**config.mk**
```make
export PLATFORM = sky130hd
export DESIGN_NAME = brcsr_iq_slot_arbiter
export DESIGN_NICKNAME = d
export VERILOG_FILES = /design/src/rtl/brcsr_iq_slot_arbiter.sv
export SDC_FILE = /design/constraint.sdc
export NUM_CORES = 1
export LEC_CHECK = 0
export CELL_PAD_IN_SITES_DETAIL_PLACEMENT = 1
export CELL_PAD_IN_SITES_GLOBAL_PLACEMENT = 2
export CORE_MARGIN = 5
export CORE_UTILIZATION = 20
export DETAILED_ROUTE_END_ITERATION = 8
export PLACE_DENSITY = 0.8
export SLEW_MARGIN = 0
export SYNTH_ARGS = -nofsm -noshare
export SYNTH_HDL_FRONTEND = slang
export SYNTH_SLANG_ARGS = --single-unit
```
**constraint.sdc**
```tcl
create_clock -name Clk -period 2.6 [get_ports Clk]
set_input_delay 0.26 -clock Clk [delete_from_list [all_inputs] [get_ports Clk]]
set_output_delay 0.26 -clock Clk [all_outputs]
set_load 0.05 [all_outputs]
```
**src/rtl/brcsr_iq_slot_arbiter.sv**
```systemverilog
// brcsr_iq_slot_arbiter
// Allocation controller for the branch/CSR issue-queue free-slot list.
// Two dispatch lanes share the list's single pop port under round-robin
// priority. Released slots are pushed back into the list. The list is
// cleaned on reset and on pipeline flush.
// Optional consistency checking is enabled by defining BRCSR_IQ_ARB_CHECK_EN.
// When that macro is not defined, Err is tied low.
module brcsr_iq_slot_arbiter #(
    parameter int SLOTW = 4,
    parameter int SLOTN = 4
) (
    input  logic             Clk,
    input  logic             Rest,
    input  logic             Req0,
    input  logic             Req1,
    output logic             Gnt0,
    output logic             Gnt1,
    output logic [SLOTW-1:0] GntSlot,
    input  logic             RelValid,
    input  logic [SLOTW-1:0] RelSlot,
    input  logic             Flush,
    output logic             Ready,
    output logic             Err,
    output logic             QRable,
    output logic             QWable,
    output logic [SLOTW-1:0] QDin,
    output logic             QClean,
    input  logic [SLOTW-1:0] QPreOut,
    input  logic             QEmpty
);

    localparam int CW = $clog2(SLOTN + 1);
    localparam logic [CW-1:0] FULL = CW'(SLOTN);

    typedef enum logic [1:0] {
        S_INIT   = 2'd0,
        S_SETTLE = 2'd1,
        S_RUN    = 2'd2
    } state_t;

    state_t          r_state;
    logic            r_last_gnt;   // 1 = lane 1 won last, so lane 0 wins the next contest
    logic [CW-1:0]   r_free_cnt;

    logic w_run;
    logic w_gnt0;
    logic w_gnt1;
    logic w_grant;
    logic w_push;

    // Grants and pushes happen only in RUN, outside reset and flush cycles.
    // A release never bypasses an empty list: grants depend on QEmpty alone.
    assign w_run   = (r_state == S_RUN) && !Rest && !Flush;
    assign w_gnt0  = w_run && !QEmpty && Req0 && (!Req1 || r_last_gnt);
    assign w_gnt1  = w_run && !QEmpty && Req1 && (!Req0 || !r_last_gnt);
    assign w_grant = w_gnt0 || w_gnt1;
    // The credit guard always suppresses a push into a list that is already full.
    assign w_push  = w_run && RelValid && (r_free_cnt != FULL);

    assign Gnt0    = w_gnt0;
    assign Gnt1    = w_gnt1;
    assign GntSlot = QPreOut;
    assign QRable  = w_grant;
    assign QWable  = w_push;
    assign QDin    = RelSlot;
    assign QClean  = (r_state == S_INIT) && !Rest;
    assign Ready   = (r_state == S_RUN) && !Rest;

    // State sequencing, round-robin pointer, and free-slot credit tracking.
    always_ff @(posedge Clk) begin
        if (Rest) begin
            r_state    <= S_INIT;
            r_last_gnt <= 1'b1;
            r_free_cnt <= FULL;
        end else begin
            case (r_state)
                S_INIT: begin
                    r_free_cnt <= FULL;
                    r_state    <= Flush ? S_INIT : S_SETTLE;
                end
                S_SETTLE: begin
                    r_state <= Flush ? S_INIT : S_RUN;
                end
                S_RUN: begin
                    if (Flush) begin
                        r_state <= S_INIT;
                    end
                    if (w_gnt0) begin
                        r_last_gnt <= 1'b0;
                    end else if (w_gnt1) begin
                        r_last_gnt <= 1'b1;
                    end
                    if (w_grant && !w_push && (r_free_cnt != '0)) begin
                        r_free_cnt <= r_free_cnt - CW'(1);
                    end else if (w_push && !w_grant) begin
                        r_free_cnt <= r_free_cnt + CW'(1);
                    end
                end
                default: r_state <= S_INIT;
            endcase
        end
    end

`ifdef BRCSR_IQ_ARB_CHECK_EN
    logic r_err;
    logic w_ovf;
    logic w_mis;

    // The overflow test uses w_run, the same gate as w_push, so a release
    // during a flush is simply dropped and is never flagged.
    assign w_ovf = w_run && RelValid && (r_free_cnt == FULL);
    // The empty-list test applies in every RUN cycle outside reset, flush included.
    assign w_mis = (r_state == S_RUN) && !Rest && (QEmpty != (r_free_cnt == '0));

    // Sticky error flag, cleared only by reset.
    always_ff @(posedge Clk) begin
        if (Rest) begin
            r_err <= 1'b0;
        end else if (w_ovf || w_mis) begin
            r_err <= 1'b1;
        end
    end

    assign Err = r_err;
`else
    assign Err = 1'b0;
`endif

endmodule

```
==> run metrics, run 1 <==
status=completed; post-cts resize count=0; flip-flop and latch count after synthesis=6; area taken by multi-input logic gates=315 sq um; register area=120 sq um; Final min period=2.31 ns; Post-Route WL=1.29 mm; layout cell share with drive strength beyond 1=0.222; PwrDens=332 mW/mm^2; Setup CP Type=input pin to output port; antenna diode count=0; CTS Buf Count=3; fmax=433 MHz; via count=483; Max Cap Viol=0; # IOs=30; antenna violations before repair=0; register area share after synthesis=0.220; filler instances=320; area of the die=0.00388 sq mm; PnR Total Power=0.000234 W; most frequent cells in the layout=clkdlybuf4s50_1, buf_4, dfxtp_1, nor3_1; initial core utilization=0.204; EDFF count, synth=0; count of final setup violators=0; Slew Viols, Final=0; Clock Path Buffers=2; first-pass GRT wire length=2.21 mm; FF-to-FF path depth=6; Yosys warning total=0; Max VDD drop=0.127 mV; Rows=19; H-tree Lvls=1; LEAKAGE=0.228 nW; async set or reset register ratio after synthesis=0; Final Util=0.262; CORE AREA=0.00269 sq mm; cell-by-cell trace of the critical path=clkdlybuf4s50_1, or4b_1, buf_4, a2111oi_4, buf_12; Cells after Synth=65; Unique masters post-synth=32; die width=62.3 microns; Worst Hold Depth=0; RSZ-0062 raised after global routing=false; Final Skew=0.00330 ns; Crit Path Max Fanout=6; synthesized cell area=547 sq um; gpl congestion=0.733; setup TNS=0 ns; Detail Placement HPWL=1.10 mm; Primary FF master, synth=dfxtp_1; vias per std cell=4.69; most common cell after layout, fill and taps aside=clkdlybuf4s50_1; 1st-iter DRT viols=6; Startpoint Class=input pin; Final Hold Fails=0; Port Buffers=12; CTS tree=yes; largest net degree at the start of global routing=10; Net Count, Synth=81; DRC=0; Hold Crit Class=input pin to output port; CP max-delay cell=or4b_1; Clock Tree Root=clkbuf_4; DRT Pass-1 Iters=2; CP Data Arrival Time=2.05 ns; Final ANT Viol Nets=0; Post-CTS Setup Bufs=0; period utilization=0.889; GRT overflow=0; Syn Area/Cell=8.41 sq um; P&R area growth vs syn=28.6%; global-route usage over all layers=0.0690; WHS=0.520 ns; chip height=62.3 microns; critical path endpoint category=output port; worst-skew pair later-pin latency=0.24 ns; clk sinks=6; vias in the first global route=522; drt wl/cell=12.5 microns; Max stage delay on crit path=0.58 ns; CP required=2.34 ns; hold_buf cts=0; fin nets=90
[cell usage after synthesis (2+ instances only)]
cell | instances | area [sq um]
inv_1 | 3 | 11.3
a21oi_1 | 2 | 10.0
o21ai_0 | 4 | 20.0
buf_2 | 2 | 10.0
buf_6 | 2 | 22.5
or3_1 | 2 | 12.5
nor2_1 | 4 | 15.0
nor3b_1 | 2 | 15.0
nor3_1 | 5 | 25.0
dfxtp_1 | 6 | 120
buf_4 | 9 | 67.6
xnor2_1 | 2 | 17.5
nand2_1 | 3 | 11.3
[per-layer routing]
layer	vias to the layer above	global-route usage	share of wire
li1	238	-	-
met5	-	0	0
met2	6	0.136	0.57
met1	237	0.0630	0.38
met4	0	0.0318	0.0093
met3	2	0.0198	0.039
[state kept, by name (all words and copies together) (netlist names)]
| name | count |
|---|---|
| r_free_cnt | 3 |
| r_last_gnt | 1 |
| r_state | 2 |
[final timing paths]
path                  from             to  slack (ns)
max                  Flush           Gnt1        0.29
min             QPreOut[0]     GntSlot[0]        0.52
max reg2reg     r_state[1]  r_free_cnt[1]        0.41
min reg2reg  r_free_cnt[0]  r_free_cnt[0]        0.59
[kinds of logic (layout without fill, tap and decap cells)]
logic type / after synthesis / in the layout / synth area share
AO/OA/AOI/OAI: 16 / 16 / 0.247
XOR/XNOR: 2 / 2 / 0.0320
flip-flops: 6 / 6 / 0.220
buffers and inverters: 16 / 23 / 0.204
AND/OR/NAND/NOR: 22 / 22 / 0.236
other: 1 / 1 / 0.00686
multiplexers: 1 / 1 / 0.0183
adder cells (fa/ha/maj): 1 / 1 / 0.0366
[layout make-up]
cell class                 instances  share of cell area
sequential                         6               0.171
multi-input combinational         43               0.448
clock buffer                       3              0.0320
timing repair buffer              17               0.278
tap                               31              0.0552
inverter                           3              0.0160
[where the power goes]
part           internal, W  switching [W]  leakage [nW]
Combinational    0.0000248      0.0000287         0.166
Sequential       0.0000941     0.00000375        0.0487
Clock            0.0000520      0.0000304        0.0138
[critical path, delay by kind of cell]
kind	cells	cell delay, ns
AO/OA/AOI/OAI	1	0.40
AND/OR/NAND/NOR	1	0.58
buffers and inverters	3	0.81
[through the flow]
stage	worst slack [ns]	instance area (sq um)	instances
floorplan	0.162	547	65
global placement	0.188	681	100
global route	0.251	703	103
detailed placement	0.170	681	100
CTS	0.284	703	103
finish	0.289	703	103
Power figures use the tool's default switching activity.
==> run 2: changes to the inputs <==
- CELL_PAD_IN_SITES_GLOBAL_PLACEMENT: 2 -> 1
- CORE_UTILIZATION: 20 -> 26
==> run metrics, run 2 (synthesis gave the netlist of run 1 again) <==
FF-to-FF path depth=6 (unchanged); gpl congestion=0.785 (+7.1%); Crit Path Max Fanout=8 (+2); chip height=55.9 microns (-10%); most common cell after layout, fill and taps aside=clkdlybuf4s50_1; min-delay src=QPreOut[0]; total net switching power=0.0000693 W (+10%); Clk network pwr share=0.371 (+0.019); sequential share of power=0.406 (-0.013); critical path's top delay family=simple AND/OR/NAND/NOR gates; Sw Ratio=0.288 (+0.0193); most frequent cells in the layout=clkdlybuf4s50_1, buf_4, dfxtp_1, nor3_1; CP Data Arrival Time=2.05 ns (about the same); FF-to-FF End=r_free_cnt[1]; antenna diode count=0 (unchanged); PwrDens=345 mW/mm^2 (+3.7%); Post-CTS Setup Bufs=0 (unchanged); Max Cap Viol=0 (unchanged); P&R area growth vs syn=27.7%; period utilization=0.888 (-0.000892); post-cts resize count=0 (unchanged); Gate power share=0.223 (-0.006); setup TNS=0 ns (unchanged); top routing layer in use=met4; Worst Hold Depth=0 (unchanged); CTS tree=yes; GRT overflow=0 (unchanged); Startpoint Class=flip-flop; vias in the first global route=487 (-6.7%); CTS clk-pin slew, worst paths=0.04 ns; initial core utilization=0.276 (+0.0723); WHS=0.520 ns (unchanged); Reg with most FFs=r_free_cnt; Slew Viols, Final=0 (unchanged); critical path endpoint category=output port; CP max-delay cell=or4b_1; RSZ-0062 raised after global routing=false; H-tree Lvls=1 (unchanged); CTS Buf Count=3 (unchanged); max reg flops=3 (unchanged); Final Skew=0.000905 ns (-0.00240 ns); Internal=0.000171 W (+0.25%); die width=55.9 microns (-10%); CP Buf/Inv Count=2 (-1); Detail Placement HPWL=1.20 mm (+8.7%); clk sinks=6 (unchanged); WHS Endpoint=GntSlot[0]; Max stage delay on crit path=0.53 ns (-0.05 ns); # IOs=30 (unchanged); hold_buf cts=0 (unchanged); WL met2=730 microns (-1.5%); vias per std cell=4.98 (+6.2%); DRC=0 (unchanged); LEAKAGE=0.228 nW (unchanged); Setup CP Type=flip-flop to output port; CORE AREA=0.00198 sq mm (-26%); first-pass GRT wire length=2.19 mm (-0.90%); DRT Pass-1 Iters=4 (+2); Final Cell Area=698 sq um (-0.71%); antenna violations before repair=0 (unchanged); met3 WL post-DR=120 microns (+140%); Final min period=2.31 ns (-0.00232 ns); CP required=2.34 ns (about the same); fin nets=90 (unchanged); worst-skew pair later-pin latency=0.25 ns (about the same); Hold Crit Class=input pin to output port; Regs by FF count=r_free_cnt x3, r_state x2, r_last_gnt x1; Final ANT Viol Nets=0 (unchanged); cell-by-cell trace of the critical path=or4b_1, buf_4, a2111oi_4, buf_12; largest net degree at the start of global routing=10 (unchanged); slack of the worst reg-to-reg path=0.39 ns (-0.02 ns); Metal-1 WL=540 microns (+11%); Max VDD drop=0.154 mV (+22%); drt wl/cell=14.4 microns (+14%); 1st-iter DRT viols=4 (-2); Clock Tree Root=clkbuf_4; Final Hold Fails=0 (unchanged); count of final setup violators=0 (unchanged); layout cell share with drive strength beyond 1=0.222 (unchanged); via count=493 (+2.1%); placed cell area=676 sq um (-0.74%); Clock Path Buffers=2 (unchanged); Rows=16 (-3); area of the die=0.00312 sq mm (-20%); global-route usage over all layers=0.0919 (+0.0229); filler instances=236 (-26%); worst r2r src=r_state[1]; setup ws final=0.291 ns (+0.00232 ns); Port Buffers=12 (unchanged); fmax=433 MHz (+0.10%); Placed Cells=96 (-4.0%); Post-Route WL=1.42 mm (+10%); status=completed; Final Non-Filler Cells=99 (-3.9%); Placement Setup Slack=0.114 ns (-0.0557 ns)
## run 2: cell counts in the layout (fill, tap and decap cells not counted)
Identical to the previous run, type by type.
## run 2: cell type report
type                       instances  area [sq um]  share of cell area
multi-input combinational         43           315               0.452
timing repair buffer              17           195               0.280
sequential                         6           120               0.172
tap                               27          33.8              0.0484
clock buffer                       3          22.5              0.0323
inverter                           3          11.3              0.0161
## run 2: metrics by stage
stage	util	power, W
after floorplan	-	0.000165
after global placement	0.341	0.000152
after detailed placement	0.341	0.000153
after CTS	0.352	0.000246
after global routing	0.352	0.000249
final	0.352	0.000241
## run 2: worst max-delay path by stage
| stage | from | cells past startpoint | slack (ns) | to |
|---|---|---|---|---|
| final | r_state[1] | 4 | 0.29 | Gnt1 |
| after global routing | r_state[1] | 4 | 0.22 | Gnt1 |
| after CTS | r_state[1] | 4 | 0.27 | Gnt1 |
| after detailed placement | Flush | 7 | 0.11 | r_free_cnt[1] |
| after global placement | Flush | 7 | 0.19 | r_free_cnt[1] |
| after floorplan | r_state[0] | 8 | 0.16 | r_free_cnt[1] |
## run 2: layer usage
layer	GRT usage	vias up
met4	0.0508	0
met5	0	-
met3	0.0534	4
met2	0.164	17
li1	-	236
met1	0.0799	236
## run 2: worst reg2reg max path, delay by kind of cell, from the launching register on
kind | cells | cell delay (ns)
compound gates | 1 | 0.10
fa+ha+maj | 1 | 0.45
flops | 1 | 0.47
simple gates | 4 | 1.10
## run 2: power groups by stage
stage / Sequential (W) / Clock, W / Combinational (W)
floorplan: 0.0000964 / 0 / 0.0000689
global placement: 0.0000992 / 0 / 0.0000525
detailed placement: 0.0000995 / 0 / 0.0000536
CTS: 0.0000977 / 0.0000939 / 0.0000540
global route: 0.0000980 / 0.0000940 / 0.0000572
finish: 0.0000977 / 0.0000892 / 0.0000538
==> run 3: changes to the inputs <==
- CORE_MARGIN: 5 -> 2
==> run metrics, run 3 (synthesis gave the netlist of run 1 again) <==
fmax=432 MHz (-0.14%); largest net degree at the start of global routing=10 (unchanged); H-tree Lvls=1 (unchanged); PwrDens=343 mW/mm^2 (-0.65%); worst r2r src=r_state[1]; Final Hold Fails=0 (unchanged); vias in the first global route=522 (+7.2%); max reg flops=3 (unchanged); via count=490 (-0.61%); layout cell share with drive strength beyond 1=0.222 (unchanged); filler instances=243 (+3.0%); LEAKAGE=0.228 nW (unchanged); critical path endpoint category=output port; Setup CP Type=input pin to output port; Rows=16 (unchanged); P&R area growth vs syn=27.7% (unchanged); Clock Tree Root=clkbuf_4; setup ws final=0.288 ns (-0.00327 ns); Regs by FF count=r_free_cnt x3, r_state x2, r_last_gnt x1; min-delay src=QPreOut[0]; Startpoint Class=input pin; Worst Hold Depth=0 (unchanged); Port Buffers=12 (unchanged); Max stage delay on crit path=0.57 ns (+0.04 ns); Post-CTS Setup Bufs=0 (unchanged); FF-to-FF End=r_free_cnt[1]; sequential share of power=0.409 (+0.003); CP Data Arrival Time=2.05 ns (about the same); Final ANT Viol Nets=0 (unchanged); hold_buf cts=0 (unchanged); Gate power share=0.225 (+0.002); DRT Pass-1 Iters=4 (unchanged); Detail Placement HPWL=1.09 mm (-9.3%); vias per std cell=4.95 (-0.61%); antenna violations before repair=0 (unchanged); Crit Path Max Fanout=6 (-2); Slew Viols, Final=0 (unchanged); fin nets=90 (unchanged); Max VDD drop=0.221 mV (+44%); Sw Ratio=0.284 (-0.00414); DRC=0 (unchanged); CP required=2.34 ns (about the same); Clk network pwr share=0.367 (-0.004); Final min period=2.31 ns (+0.00327 ns); status=completed; gpl congestion=0.786 (about the same); die width=49.9 microns (-11%); most frequent cells in the layout=clkdlybuf4s50_1, buf_4, dfxtp_1, nor3_1; CTS Buf Count=3 (unchanged); slack of the worst reg-to-reg path=0.41 ns (+0.02 ns); count of final setup violators=0 (unchanged); register area=120 sq um (unchanged); Placement Setup Slack=0.135 ns (+0.0205 ns); FF-to-FF path depth=6 (unchanged); area taken by multi-input logic gates=315 sq um (unchanged); Reg with most FFs=r_free_cnt; chip height=49.9 microns (-11%); Final Skew=0.00405 ns (+0.00314 ns); Hold Crit Class=input pin to output port; CTS tree=yes; worst-skew pair later-pin latency=0.25 ns (about the same); area of the die=0.00249 sq mm (-20%); RSZ-0062 raised after global routing=false; Post-Route WL=1.37 mm (-3.5%); post-cts resize count=0 (unchanged); total net switching power=0.0000679 W (-2.1%); period utilization=0.889 (+0.00126); first-pass GRT wire length=2.33 mm (+6.0%); WHS Endpoint=GntSlot[0]; initial core utilization=0.276 (unchanged); Max Cap Viol=0 (unchanged); Internal=0.000171 W (about the same); drt wl/cell=13.8 microns (-3.5%); CORE AREA=0.00198 sq mm (unchanged); cell-by-cell trace of the critical path=clkdlybuf4s50_1, or4b_1, buf_4, a2111oi_4, buf_12; CP max-delay cell=or4b_1; GRT overflow=0 (unchanged); antenna diode count=0 (unchanged); global-route usage over all layers=0.123 (+0.0311); Clock Path Buffers=2 (unchanged); # IOs=30 (unchanged); 1st-iter DRT viols=3 (-1); clk sinks=6 (unchanged); most common cell after layout, fill and taps aside=clkdlybuf4s50_1; setup TNS=0 ns (unchanged)
## run 3: cell counts in the layout (fill, tap and decap cells not counted)
No cell type changed its count.
## run 3: worst max path at each step
stage	startpoint	to	slack (ns)
4_1_cts	Flush	Gnt1	0.27
5_1_grt	Flush	Gnt1	0.24
2_1_floorplan	r_state[0]	r_free_cnt[1]	0.16
3_5_place_dp	Flush	r_free_cnt[2]	0.13
6_report	Flush	Gnt1	0.29
3_3_place_gp	Flush	r_free_cnt[1]	0.19
## run 3: through the flow
step / cell area [sq um] / power [W] / hold slack [ns] / cells / utilization
after floorplan: 547 / 0.000165 / 0.337 / 65 / -
after global placement: 676 / 0.000152 / 0.520 / 96 / 0.341
after detailed placement: 676 / 0.000153 / 0.520 / 96 / 0.341
after CTS: 698 / 0.000243 / 0.520 / 99 / 0.352
after global routing: 698 / 0.000255 / 0.520 / 99 / 0.352
final: 698 / 0.000239 / 0.520 / 99 / 0.352
## run 3: worst max-delay path, delay by kind of cell
family / cells / cell delay (ns)
AND/OR/NAND/NOR: 1 / 0.57
buffers and inverters: 3 / 0.81
AO/OA/AOI/OAI: 1 / 0.41
## run 3: area by class of cell
class                   count  share of cell area
clock buffers               3              0.0323
well taps                  27              0.0484
multi-input cells          43               0.452
inverters                   3              0.0161
flip-flops and latches      6               0.172
repair buffers             17               0.280
## run 3: routing by layer
layer / vias to the layer above / GRT usage / wire [microns]
met5: - / 0 / 0
met4: 0 / 0.0278 / 12
met3: 2 / 0.0576 / 115
met2: 18 / 0.218 / 710
met1: 231 / 0.132 / 532
li1: 239 / - / -
## run 3: power by group through the flow
stage	Clock (W)	Combinational (W)	Sequential, W
after global routing	0.0000993	0.0000581	0.0000978
after floorplan	0	0.0000689	0.0000964
after global placement	0	0.0000525	0.0000992
final	0.0000877	0.0000538	0.0000977
after detailed placement	0	0.0000536	0.0000994
after CTS	0.0000915	0.0000541	0.0000976
